`src/rtl/clock_div_multi.sv`:
```
// clock_div_multi: NUM_CH independent square-wave clock-enables derived from
// sys_clk. Each channel has a programmable half-period, a level enable and a
// registered one-cycle tick on every rising edge of its square wave. A global
// debug level speeds every counter up by DEBUG_STEP, and a sync strobe
// realigns the phase of all channels.
module clock_div_multi #(
   parameter int NUM_CH     = 4,
   parameter int CNT_W      = 26,
   parameter int RESET_HALF = 25000000,
   parameter int DEBUG_STEP = 10,
   parameter int CH_W       = 2
) (
   input  logic              sys_clk,
   input  logic              reset_n,
   input  logic              debug_signal,
   input  logic [NUM_CH-1:0] ch_en,
   input  logic              sync,
   input  logic              cfg_wr,
   input  logic [CH_W-1:0]   cfg_ch,
   input  logic [CNT_W-1:0]  cfg_half,
   output logic [NUM_CH-1:0] clk_out,
   output logic [NUM_CH-1:0] tick
);

   localparam logic [CNT_W-1:0] HALF_RST = CNT_W'(RESET_HALF);
   // Sums carry one extra bit so cnt+step never wraps before the compare.
   localparam logic [CNT_W:0]   STEP_DBG = (CNT_W+1)'(DEBUG_STEP);
   localparam logic [CNT_W:0]   STEP_ONE = (CNT_W+1)'(1);

   logic [CNT_W-1:0]  half_q [NUM_CH];
   logic [CNT_W-1:0]  half_d [NUM_CH];
   logic [CNT_W-1:0]  cnt_q  [NUM_CH];
   logic [CNT_W-1:0]  cnt_d  [NUM_CH];
   logic [CNT_W:0]    sum_w  [NUM_CH];
   logic [NUM_CH-1:0] clk_q;
   logic [NUM_CH-1:0] clk_d;
   logic [NUM_CH-1:0] tick_q;
   logic [NUM_CH-1:0] tick_d;
   logic [CNT_W:0]    step_w;

   // Per-cycle increment; a debug change simply alters the next increment.
   always_comb begin
      step_w = debug_signal ? STEP_DBG : STEP_ONE;
   end

   // Half-period registers; out-of-range channel indices match no channel
   // and are therefore ignored. A write does not disturb cnt or the phase.
   always_comb begin
      for (int i = 0; i < NUM_CH; i++) begin
         half_d[i] = half_q[i];
         if (cfg_wr && (cfg_ch == CH_W'(i))) begin
            half_d[i] = cfg_half;
         end
      end
   end

   // Per-channel counter and square wave, priority sync > disable > parked
   // (half==0) > counting. Compare is >= so a half shrunk below the running
   // count toggles on the next cycle instead of wrapping the counter.
   always_comb begin
      for (int i = 0; i < NUM_CH; i++) begin
         sum_w[i] = {1'b0, cnt_q[i]} + step_w;
         cnt_d[i] = cnt_q[i];
         clk_d[i] = clk_q[i];
         if (sync) begin
            cnt_d[i] = '0;
            clk_d[i] = 1'b0;
         end else if (!ch_en[i] || (half_q[i] == '0)) begin
            cnt_d[i] = '0;
            clk_d[i] = 1'b0;
         end else if (sum_w[i] >= {1'b0, half_q[i]}) begin
            cnt_d[i] = '0;
            clk_d[i] = ~clk_q[i];
         end else begin
            cnt_d[i] = sum_w[i][CNT_W-1:0];
         end
      end
   end

   // Tick marks the cycle in which the registered wave first reads high.
   always_comb begin
      tick_d = clk_d & ~clk_q;
   end

   // State registers; reset restores the power-on half-period as well.
   always_ff @(posedge sys_clk or negedge reset_n) begin
      if (!reset_n) begin
         for (int i = 0; i < NUM_CH; i++) begin
            half_q[i] <= HALF_RST;
            cnt_q[i]  <= '0;
         end
         clk_q  <= '0;
         tick_q <= '0;
      end else begin
         for (int i = 0; i < NUM_CH; i++) begin
            half_q[i] <= half_d[i];
            cnt_q[i]  <= cnt_d[i];
         end
         clk_q  <= clk_d;
         tick_q <= tick_d;
      end
   end

   assign clk_out = clk_q;
   assign tick    = tick_q;

endmodule

```
`config.mk`:
```
export PLATFORM = sky130hd
export DESIGN_NAME = clock_div_multi
export DESIGN_NICKNAME = d
export VERILOG_FILES = /design/src/rtl/clock_div_multi.sv
export SDC_FILE = /design/constraint.sdc
export NUM_CORES = 1
export LEC_CHECK = 0
export CAP_MARGIN = 20
export CORE_ASPECT_RATIO = 1.1
export CORE_MARGIN = 4
export CORE_UTILIZATION = 31
export DETAILED_ROUTE_END_ITERATION = 16
export SLEW_MARGIN = 20
export SYNTH_ARGS = -nofsm -noshare
export SYNTH_HDL_FRONTEND = slang
export SYNTH_SLANG_ARGS = --single-unit
```
`constraint.sdc`:
```
create_clock -name sys_clk -period 10.3 [get_ports sys_clk]
set_input_delay 3.09 -clock sys_clk [delete_from_list [all_inputs] [get_ports sys_clk]]
set_output_delay 3.09 -clock sys_clk [all_outputs]
set_load 0.01 [all_outputs]
```
==> qor.yml, run 1 <==
outcome:
  outcome: "completed"
critical_path:
  cp_max_fo: 26
  worstPathRequired_ps: 10660
  worst_ep_arrival_time_ps: 8530
  start_kind: "input port"
  crit_path_max_incr_delay_ps: 730
  crit_slowest_cell: "nand2b_1"
  critical_path_class: "in -> reg"
  reg2reg_depth: 16
  path_cells: "clkdlybuf4s50_1, inv_1, ha_1, inv_1, fa_1, nand3b_1, a21oi_1, and3_1, or3b_2, xnor2_1, ha_1, nand4_1, nor4_1, nand2_1, o2bb2ai_1, nor3_1, nand2b_1, nor2b_1"
  cp-end-kind: "register"
power:
  ir_worst_vdd_uv: 121
  leakagePower_nw: 6.66
  p_total_w: 0.00232
  powerDensity_nw_per_um2: 161
finish:
  seq_area_um2: 5470
  final_nets: 1426
  area_growth_pct: 16.0
  drive_gt1_share_pct: 14.7
  n_fill_cell: 3934
  multiInputGateArea_um2: 6370
clock_tree:
  cts_buffers: 26
  htreeDepth: 1
  cts-resized-gates: 0
  cts_root_buf: "clkbuf_16"
  clkSinkCount: 216
  insertion_delay_ps: 530
  clk_pin_slew_worst_paths_ps: 60
  clk_path_buf_depth: 3
  cts_tree: "yes"
  post_cts_buffers: 0
  cts_hold_buf: 0
synthesis:
  ys_types: 58
  yosysTopAreaCell: "dfrtp_1"
  syn_avg_cell_area_um2: 10.3
  synth_edf_count: 0
  synth_most_common_cell: "dfrtp_1"
  synth_common_cells: "dfrtp_1 (168), inv_1 (131), ha_1 (116), nand2_1 (92), mux2_2 (79)"
  yosys_register_bits: 216
  syn_area_um2: 12400
  ys_warn_count: 0
  syn-num-nets: 1366
  synth_top_flop_cell: "dfrtp_1"
  synth_area_leaders: "dfrtp_1 (34%), ha_1 (12%), dfstp_2 (10%)"
  ys_seq_area_share_pct: 44.0
  syn_inst: 1209
  async_flop_share_pct: 100
  synth_top_cell_area_share_pct: 33.9
global_routing:
  grt_max_degree: 141
  grt_usage_pct: 14.4
  antenna_found_initial: 0
  grt_pass1_vias: 9162
  grt_pass1_wl_mm: 50.0
  overflow: 0
sta:
  fin_crit_ps: 8170
  layout_setup_ws_ps: 2130
  fin_tns_setup_ps: 0
  worst_pin_slew_ps: 1020
  slew_viol_final: 0
  max_slew_margin_pct: 31.7
  clock_skew_ps: 10.1
  hold_viol: 0
  finalCritPeriodShare_pct: 79.3
  rsz0062_at_grt: "false"
  setup_viol: 0
  timing.fmax_mhz: 122
detailed_routing:
  ant_nets: 0
  drt_iter0_drc: 439
  wire_per_inst_um: 17.2
  drc_errors: 0
  wirelength_mm: 31.0
  vias_per_cell: 4.88
  dr.pass1.iters: 5
  vias: 8770
min_path:
  holdPathStages: 1
  min_path_type: "reg -> reg"
place:
  dp_hpwl_mm: 22.5
  place.gp.congestion: 0.848
  port_buffers: 44
  place_ws_ps: 1610
floorplanning:
  die_x_um: 199
  dieArea_um2: 43300
  row_count: 76
  initial_utilization_pct: 31.5
  core_um2: 39400
  ios: 45
  chipHeight_um: 218
run:
  maxCapViolations: 0
registers in the layout (all words and copies together), names as in the netlist:
signal	flops
cnt_q	104
half_q	104
tick	4
clk_out	4
final timing paths:
check / from / to / slack [ps]
max in group asynchronous: reset_n / cnt_q[96]$_DFF_PN0_ / 6080
min in group asynchronous: reset_n / cnt_q[41]$_DFF_PN0_ / 2450
max: debug_signal / cnt_q[99]$_DFF_PN0_ / 2130
min: clk_out[3]$_DFF_PN0_ / tick[3]$_DFF_PN0_ / 490
min reg2reg: clk_out[3]$_DFF_PN0_ / tick[3]$_DFF_PN0_ / 490
max reg2reg: cnt_q[78]$_DFF_PN0_ / cnt_q[99]$_DFF_PN0_ / 5620
through the flow:
step	instances	utilization, %	hold WS [ps]	cell area [µm²]
global placement	1747	34.2	481	13400
finish	1797	36.6	490	14400
detailed placement	1747	34.2	484	13400
global route	1796	36.6	504	14400
CTS	1795	36.5	493	14400
floorplan	1209	-	479	12400
cells in the final DEF, fill, tap and decap left out, types with 4 or more instances in the layout:
| master | n |
|---|---|
| nand3b_1 | 10 |
| nand2_1 | 92 |
| clkbuf_1 | 4 |
| xor2_1 | 36 |
| and2_1 | 30 |
| a211oi_1 | 7 |
| and3_1 | 14 |
| nor2_1 | 43 |
| dfrtp_1 | 168 |
| mux2_2 | 79 |
| ha_1 | 116 |
| o21ai_0 | 45 |
| buf_4 | 6 |
| clkbuf_16 | 27 |
| xnor2_1 | 63 |
| nand2b_1 | 5 |
| a21o_1 | 12 |
| a21oi_1 | 43 |
| and4_1 | 12 |
| nand4_1 | 40 |
| clkbuf_8 | 8 |
| inv_1 | 131 |
| nor2b_1 | 73 |
| dfstp_2 | 48 |
| nor4_1 | 27 |
| fa_1 | 4 |
| nand3_1 | 36 |
| nor3_1 | 13 |
| clkdlybuf4s50_1 | 43 |
| clkinv_2 | 6 |
report_power, final:
group,internal [W],switching [W]
combinational,0.000142,0.000187
clock,0.000609,0.000364
sequential,0.000954,0.0000614
cell type report:
| type | instances | share of cell area [%] |
|---|---|---|
| Antenna cell | 1 | 0.0174 |
| Tap cell | 507 | 4.41 |
| Inverter | 131 | 3.42 |
| Clock buffer | 39 | 5.56 |
| Timing Repair Buffer | 51 | 3.60 |
| Multi-Input combinational cell | 843 | 44.2 |
| Sequential cell | 216 | 38.0 |
| Clock inverter | 9 | 0.834 |
layer usage:
metal | vias to the layer above | global-route usage [%] | share of wire [%] | wire (µm)
met5 | - | 0 | 0 | 0
met2 | 121 | 24.1 | 48 | 14800
met4 | 0 | 2.69 | 1.7 | 518
met3 | 38 | 1.90 | 3.6 | 1130
li1 | 4300 | - | - | -
met1 | 4311 | 20.1 | 47 | 14500
worst max-delay path: cells and delay by family:
kind,cells,cell delay (ps)
AND/OR/NAND/NOR,9,2440
buffers and inverters,3,1190
adder cells (fa/ha/maj),3,930
AO/OA/AOI/OAI,2,710
XOR/XNOR,1,150
logic make-up after synthesis:
family	count (synthesis)	share of synthesized area [%]
fa+ha+maj	120	12.3
mux	79	7.17
compound gates	132	6.49
xor+xnor	99	6.99
flops	216	44.0
buf+inv	150	4.72
simple gates	413	18.3
Power figures use the tool's default switching activity.
==> inputs of run 2 (changes only) <==
Clock period 10.3 ns to 7.6 ns, I/O delays scaled along.
==> qor.yml, run 2 (synthesis gave the netlist of run 1 again) <==
floorplanning:
  die_x_um: 199  # unchanged
  dieArea_um2: 43300  # unchanged
  row_count: 76  # unchanged
  core_um2: 39400  # unchanged
  ios: 45  # unchanged
  initial_utilization_pct: 31.5  # unchanged
  chipHeight_um: 218  # unchanged
finish:
  reg.largest.list: "cnt_q x104, half_q x104"  # unchanged
  n_fill_cell: 4010  # was 3934
  final_common_cell: "dfrtp_1"  # unchanged
  area_growth_pct: 15.9  # was 16.0%
  diodes: 0  # was 1
  fin_util_pct: 36.6  # about the same
  final_cell_mix: "dfrtp_1 (168), inv_1 (131), ha_1 (116), nand2_1 (92), mux2_2 (79)"  # unchanged
  final_nets: 1428  # was 1426
  drive_gt1_share_pct: 14.8  # was 14.7%
  fin_cells: 1797  # unchanged
critical_path:
  cp-end-kind: "register"  # unchanged
  critical_path_class: "in -> reg"  # unchanged
  cp_max_fo: 26  # unchanged
  worstPathRequired_ps: 8010  # was 10660 ps
  start_kind: "input port"  # unchanged
  worst_ep_arrival_time_ps: 7000  # was 8530 ps
global_routing:
  grt_pass1_wl_mm: 49.8  # was 50.0 mm
  grt_max_degree: 125  # was 141
  overflow: 0  # unchanged
  grt_usage_pct: 14.3  # was 14.4%
  grt_pass1_vias: 9236  # was 9162
  antenna_found_initial: 1  # was 0
clock_tree:
  clk_path_buf_depth: 3  # unchanged
  cts_tree: "yes"  # unchanged
  post_cts_buffers: 0  # unchanged
  clkSinkCount: 216  # unchanged
  clk_pin_slew_worst_paths_ps: 60  # about the same
  cts_buffers: 25  # was 26
  cts_hold_buf: 0  # unchanged
  cts_root_buf: "clkbuf_16"  # unchanged
  htreeDepth: 1  # unchanged
  insertion_delay_ps: 530  # about the same
  cts-resized-gates: 0  # unchanged
sta:
  setup_viol: 0  # unchanged
  worst_pin_slew_ps: 713  # was 1020 ps
  clock_skew_ps: 6.98  # was 10.1 ps
  finalCritPeriodShare_pct: 86.7
  fin_crit_ps: 6590
  max_slew_margin_pct: 52.4  # was 31.7%
  rsz0062_at_grt: "false"  # unchanged
  timing.fmax_mhz: 152
  fin_tns_setup_ps: 0  # unchanged
  slew_viol_final: 0  # unchanged
  hold_ws_ps: 474  # was 490 ps
  hold_viol: 0  # unchanged
detailed_routing:
  wirelength_mm: 30.6  # was 31.0 mm
  dr.pass1.iters: 4  # was 5
  drc_errors: 0  # unchanged
  ant_nets: 0  # unchanged
  drt_iter0_drc: 404  # was 439
  vias_per_cell: 4.91  # was 4.88
  vias: 8815  # was 8770
  wire_per_inst_um: 17.0  # was 17.2 µm
power:
  ir_worst_vdd_uv: 181  # was 121 µV
  powerDensity_nw_per_um2: 217  # was 161 nW/µm²
  leakagePower_nw: 6.65  # was 6.66 nW
place:
  place.gp.congestion: 0.813  # was 0.848
  dp_hpwl_mm: 22.7  # was 22.5 mm
  port_buffers: 44  # unchanged
  place_inst: 1751  # was 1747
min_path:
  min_path_type: "reg -> reg"  # unchanged
run:
  maxCapViolations: 0  # unchanged
outcome:
  outcome: "completed"  # unchanged
-- run 2: cell count changes in the layout (fill, tap and decap cells not counted), sizes merged --
cell / change
clkinv: -2
diode: -1
inv: +2
bufinv: +1
clkbuf: -4
clkinvlp: +1
buf: +3
-- run 2: cell type report --
type,count,area (µm²),share of cell area [%]
Timing Repair Buffer,54,533,3.70
Sequential cell,216,5470,38.0
Clock buffer,35,734,5.10
Multi-Input combinational cell,843,6370,44.2
Inverter,131,492,3.42
Tap cell,507,634,4.41
Clock inverter,11,165,1.15
-- run 2: where the power goes --
group | switching (W) | leakage (nW) | internal [W]
Clock | 0.000492 | 0.442 | 0.000811
Combinational | 0.000249 | 3.48 | 0.000193
Sequential | 0.0000851 | 2.73 | 0.00129
-- run 2: path summary, 6_finish.rpt --
kind,start,endpoint,slack (ps),depth (start not counted)
worst max-delay path,debug_signal,cnt_q[92]$_DFF_PN0_,1010,19
worst min-delay path,clk_out[1]$_DFF_PN0_,tick[1]$_DFF_PN0_,470,1
worst max register to register,cnt_q[78]$_DFF_PN0_,cnt_q[92]$_DFF_PN0_,3340,17
worst min register to register,clk_out[1]$_DFF_PN0_,tick[1]$_DFF_PN0_,470,1
max in group asynchronous,reset_n,cnt_q[15]$_DFF_PN0_,4730,2
min in group asynchronous,reset_n,cnt_q[39]$_DFF_PN0_,1770,1
-- run 2: metrics by stage --
step                      total power (W)  instance area (µm²)  worst slack [ps]
final                             0.00312                14400              1010
after floorplan                   0.00166                12400              1610
after global routing              0.00328                14400               657
after CTS                         0.00316                14400              1020
after global placement            0.00182                13500               625
after detailed placement          0.00184                13500               481
-- run 2: per-layer routing --
metal  GRT usage (%)  vias to the layer above  part of all wire, %
met5               0                        -                    0
met4            3.78                        0                  2.5
met3            1.92                       48                  4.8
met2            24.1                      148                   49
met1            19.4                     4338                   44
li1                -                     4281                    -
-- run 2: worst max-delay path, cell delays in order --
cell and delay, ps:
clkdlybuf4s50_1 430, inv_1 370, ha_1 260, inv_1 60, fa_1 390, nand3b_1 200
a21oi_1 470, and3_1 290, or3b_2 470, xnor2_1 170, ha_1 310, nand4_1 100
nor4_1 360, nand2_1 90, o2bb2ai_1 170, nor3_1 110, nand2b_1 80, buf_4 280
nor2b_1 90
==> inputs of run 3 (changes only) <==
Settings changed: DONT_BUFFER_PORTS from default to 1.
==> qor.yml, run 3 (synthesis gave the netlist of run 1 again) <==
floorplanning:
  chipHeight_um: 218  # unchanged
  initial_utilization_pct: 31.5  # unchanged
  die_x_um: 199  # unchanged
  core_um2: 39400  # unchanged
  ios: 45  # unchanged
  row_count: 76  # unchanged
  dieArea_um2: 43300  # unchanged
finish:
  area_growth_pct: 11.5  # was 15.9%
  final_cell_mix: "dfrtp_1 (168), inv_1 (131), ha_1 (116), nand2_1 (92), mux2_2 (79)"  # unchanged
  final_common_cell: "dfrtp_1"  # unchanged
  reg.largest.list: "cnt_q x104, half_q x104"  # unchanged
  fin_cells: 1755  # was 1797
  finish.instance_area_um2: 13800  # was 14400 µm²
  final_nets: 1383  # was 1428
  drive_gt1_share_pct: 14.6  # was 14.8%
  fin_util_pct: 35.2  # was 36.6%
critical_path:
  cp_max_fo: 15  # was 26
  worst_ep_arrival_time_ps: 6650  # was 7000 ps
  critical_path_class: "in -> reg"  # unchanged
  cp-end-kind: "register"  # unchanged
  worstPathRequired_ps: 8050  # was 8010 ps
  start_kind: "input port"  # unchanged
clock_tree:
  insertion_delay_ps: 530  # about the same
  cts_hold_buf: 0  # unchanged
  clkSinkCount: 216  # unchanged
  cts_buffers: 25  # unchanged
  cts_tree: "yes"  # unchanged
  htreeDepth: 1  # unchanged
  cts-resized-gates: 0  # unchanged
  cts_root_buf: "clkbuf_16"  # unchanged
  clk_path_buf_depth: 3  # unchanged
  clk_pin_slew_worst_paths_ps: 60  # about the same
  post_cts_buffers: 0  # unchanged
power:
  leakagePower_nw: 6.42  # was 6.65 nW
  ir_worst_vdd_uv: 173  # was 181 µV
  powerDensity_nw_per_um2: 213  # was 217 nW/µm²
sta:
  finalCritPeriodShare_pct: 81.5  # was 86.7%
  timing.fmax_mhz: 161  # was 152 MHz
  slew_viol_final: 0  # unchanged
  worst_pin_slew_ps: 625  # was 713 ps
  hold_viol: 0  # unchanged
  rsz0062_at_grt: "false"  # unchanged
  max_slew_margin_pct: 58.2  # was 52.4%
  fin_crit_ps: 6200  # was 6590 ps
  fin_tns_setup_ps: 0  # unchanged
  setup_viol: 0  # unchanged
  clock_skew_ps: 12.3  # was 6.98 ps
detailed_routing:
  drt_iter0_drc: 521  # was 404
  ant_nets: 0  # unchanged
  vias_per_cell: 4.94  # was 4.91
  vias: 8665  # was 8815
  wire_per_inst_um: 17.3  # was 17.0 µm
  wirelength_mm: 30.4  # was 30.6 mm
  drc_errors: 0  # unchanged
  dr.pass1.iters: 4  # unchanged
place:
  port_buffers: 0  # was 44
  place_inst: 1706  # was 1751
  post_dp_cell_area_um2: 13000  # was 13500 µm²
  dp_hpwl_mm: 22.3  # was 22.7 mm
  place.gp.congestion: 0.840  # was 0.813
min_path:
  min_path_type: "reg -> reg"  # unchanged
global_routing:
  grt_pass1_vias: 8749  # was 9236
  grt_pass1_wl_mm: 48.4  # was 49.8 mm
  grt_usage_pct: 14.0  # was 14.3%
  overflow: 0  # unchanged
  grt_max_degree: 217  # was 125
  antenna_found_initial: 7  # was 1
run:
  maxCapViolations: 0  # unchanged
outcome:
  outcome: "completed"  # unchanged
## run 3: changes by cell type in the layout (fill, tap and decap cells not counted)
| cell | previous run | this run |
|---|---|---|
| clkdlybuf4s50_1 | 43 | 0 |
| clkbuf_1 | 4 | 10 |
| diode_2 | 0 | 4 |
| bufinv_16 | 4 | 2 |
| clkinv_2 | 4 | 2 |
| inv_6 | 2 | 0 |
| buf_12 | 1 | 0 |
| buf_8 | 1 | 0 |
| clkbuf_16 | 26 | 25 |
## run 3: cell type report
cell class | instances | area [µm²]
fillers | 4020 | 25500
multi-input cells | 843 | 6370
flip-flops and latches | 216 | 5470
clock buffers | 40 | 732
well taps | 507 | 634
inverters | 131 | 492
clock inverters | 5 | 77.6
repair buffers | 9 | 67.6
diodes | 4 | 10.0
## run 3: routing by layer
metal  up-vias  global-route usage, %  wire length (µm)
li1       4200                      -                 -
met1      4259                   17.9             13300
met2       144                   23.3             14300
met3        54                   3.77              1920
met4         8                   4.10               873
met5         -                      0                55
## run 3: metrics by stage
| stage | setup WS (ps) | hold slack [ps] | total power (W) |
|---|---|---|---|
| 2_1_floorplan | 1610 | 479 | 0.00166 |
| 3_3_place_gp | 1010 | 490 | 0.00175 |
| 3_5_place_dp | 891 | 498 | 0.00177 |
| 4_1_cts | 1410 | 511 | 0.00298 |
| 5_1_grt | 890 | 523 | 0.00310 |
| 6_report | 1400 | 508 | 0.00295 |
## run 3: path summary, 6_finish.rpt
path / startpoint / to / slack, ps / cells past startpoint
max reg2reg: cnt_q[78]$_DFF_PN0_ / cnt_q[99]$_DFF_PN0_ / 3210 / 18
min in group asynchronous: reset_n / cnt_q[40]$_DFF_PN0_ / 1460 / 0
max in group asynchronous: reset_n / half_q[71]$_DFFE_PN1P_ / 5750 / 0
min: half_q[35]$_DFFE_PN0P_ / half_q[35]$_DFFE_PN0P_ / 510 / 1
max: debug_signal / cnt_q[99]$_DFF_PN0_ / 1400 / 19
min reg2reg: half_q[35]$_DFFE_PN0P_ / half_q[35]$_DFFE_PN0P_ / 510 / 1
## run 3: report_power, final
part | total [W] | switching [W] | internal [W]
clock network | 0.00120 | 0.000477 | 0.000723
registers | 0.00137 | 0.0000809 | 0.00129
logic | 0.000377 | 0.000202 | 0.000175
## run 3: critical path, cell delays in order
cell and delay, ps:
inv_1 300, ha_1 240, inv_1 50, fa_1 380, nand3b_1 190, a21oi_1 150, buf_4 170, and2_1 200
and3_1 190, xor2_1 260, ha_1 300, a21oi_1 140, o21ai_0 100, a221oi_1 340, o21ai_0 170, nor3_1 380
nand2b_1 360, buf_4 310, nor2b_1 120
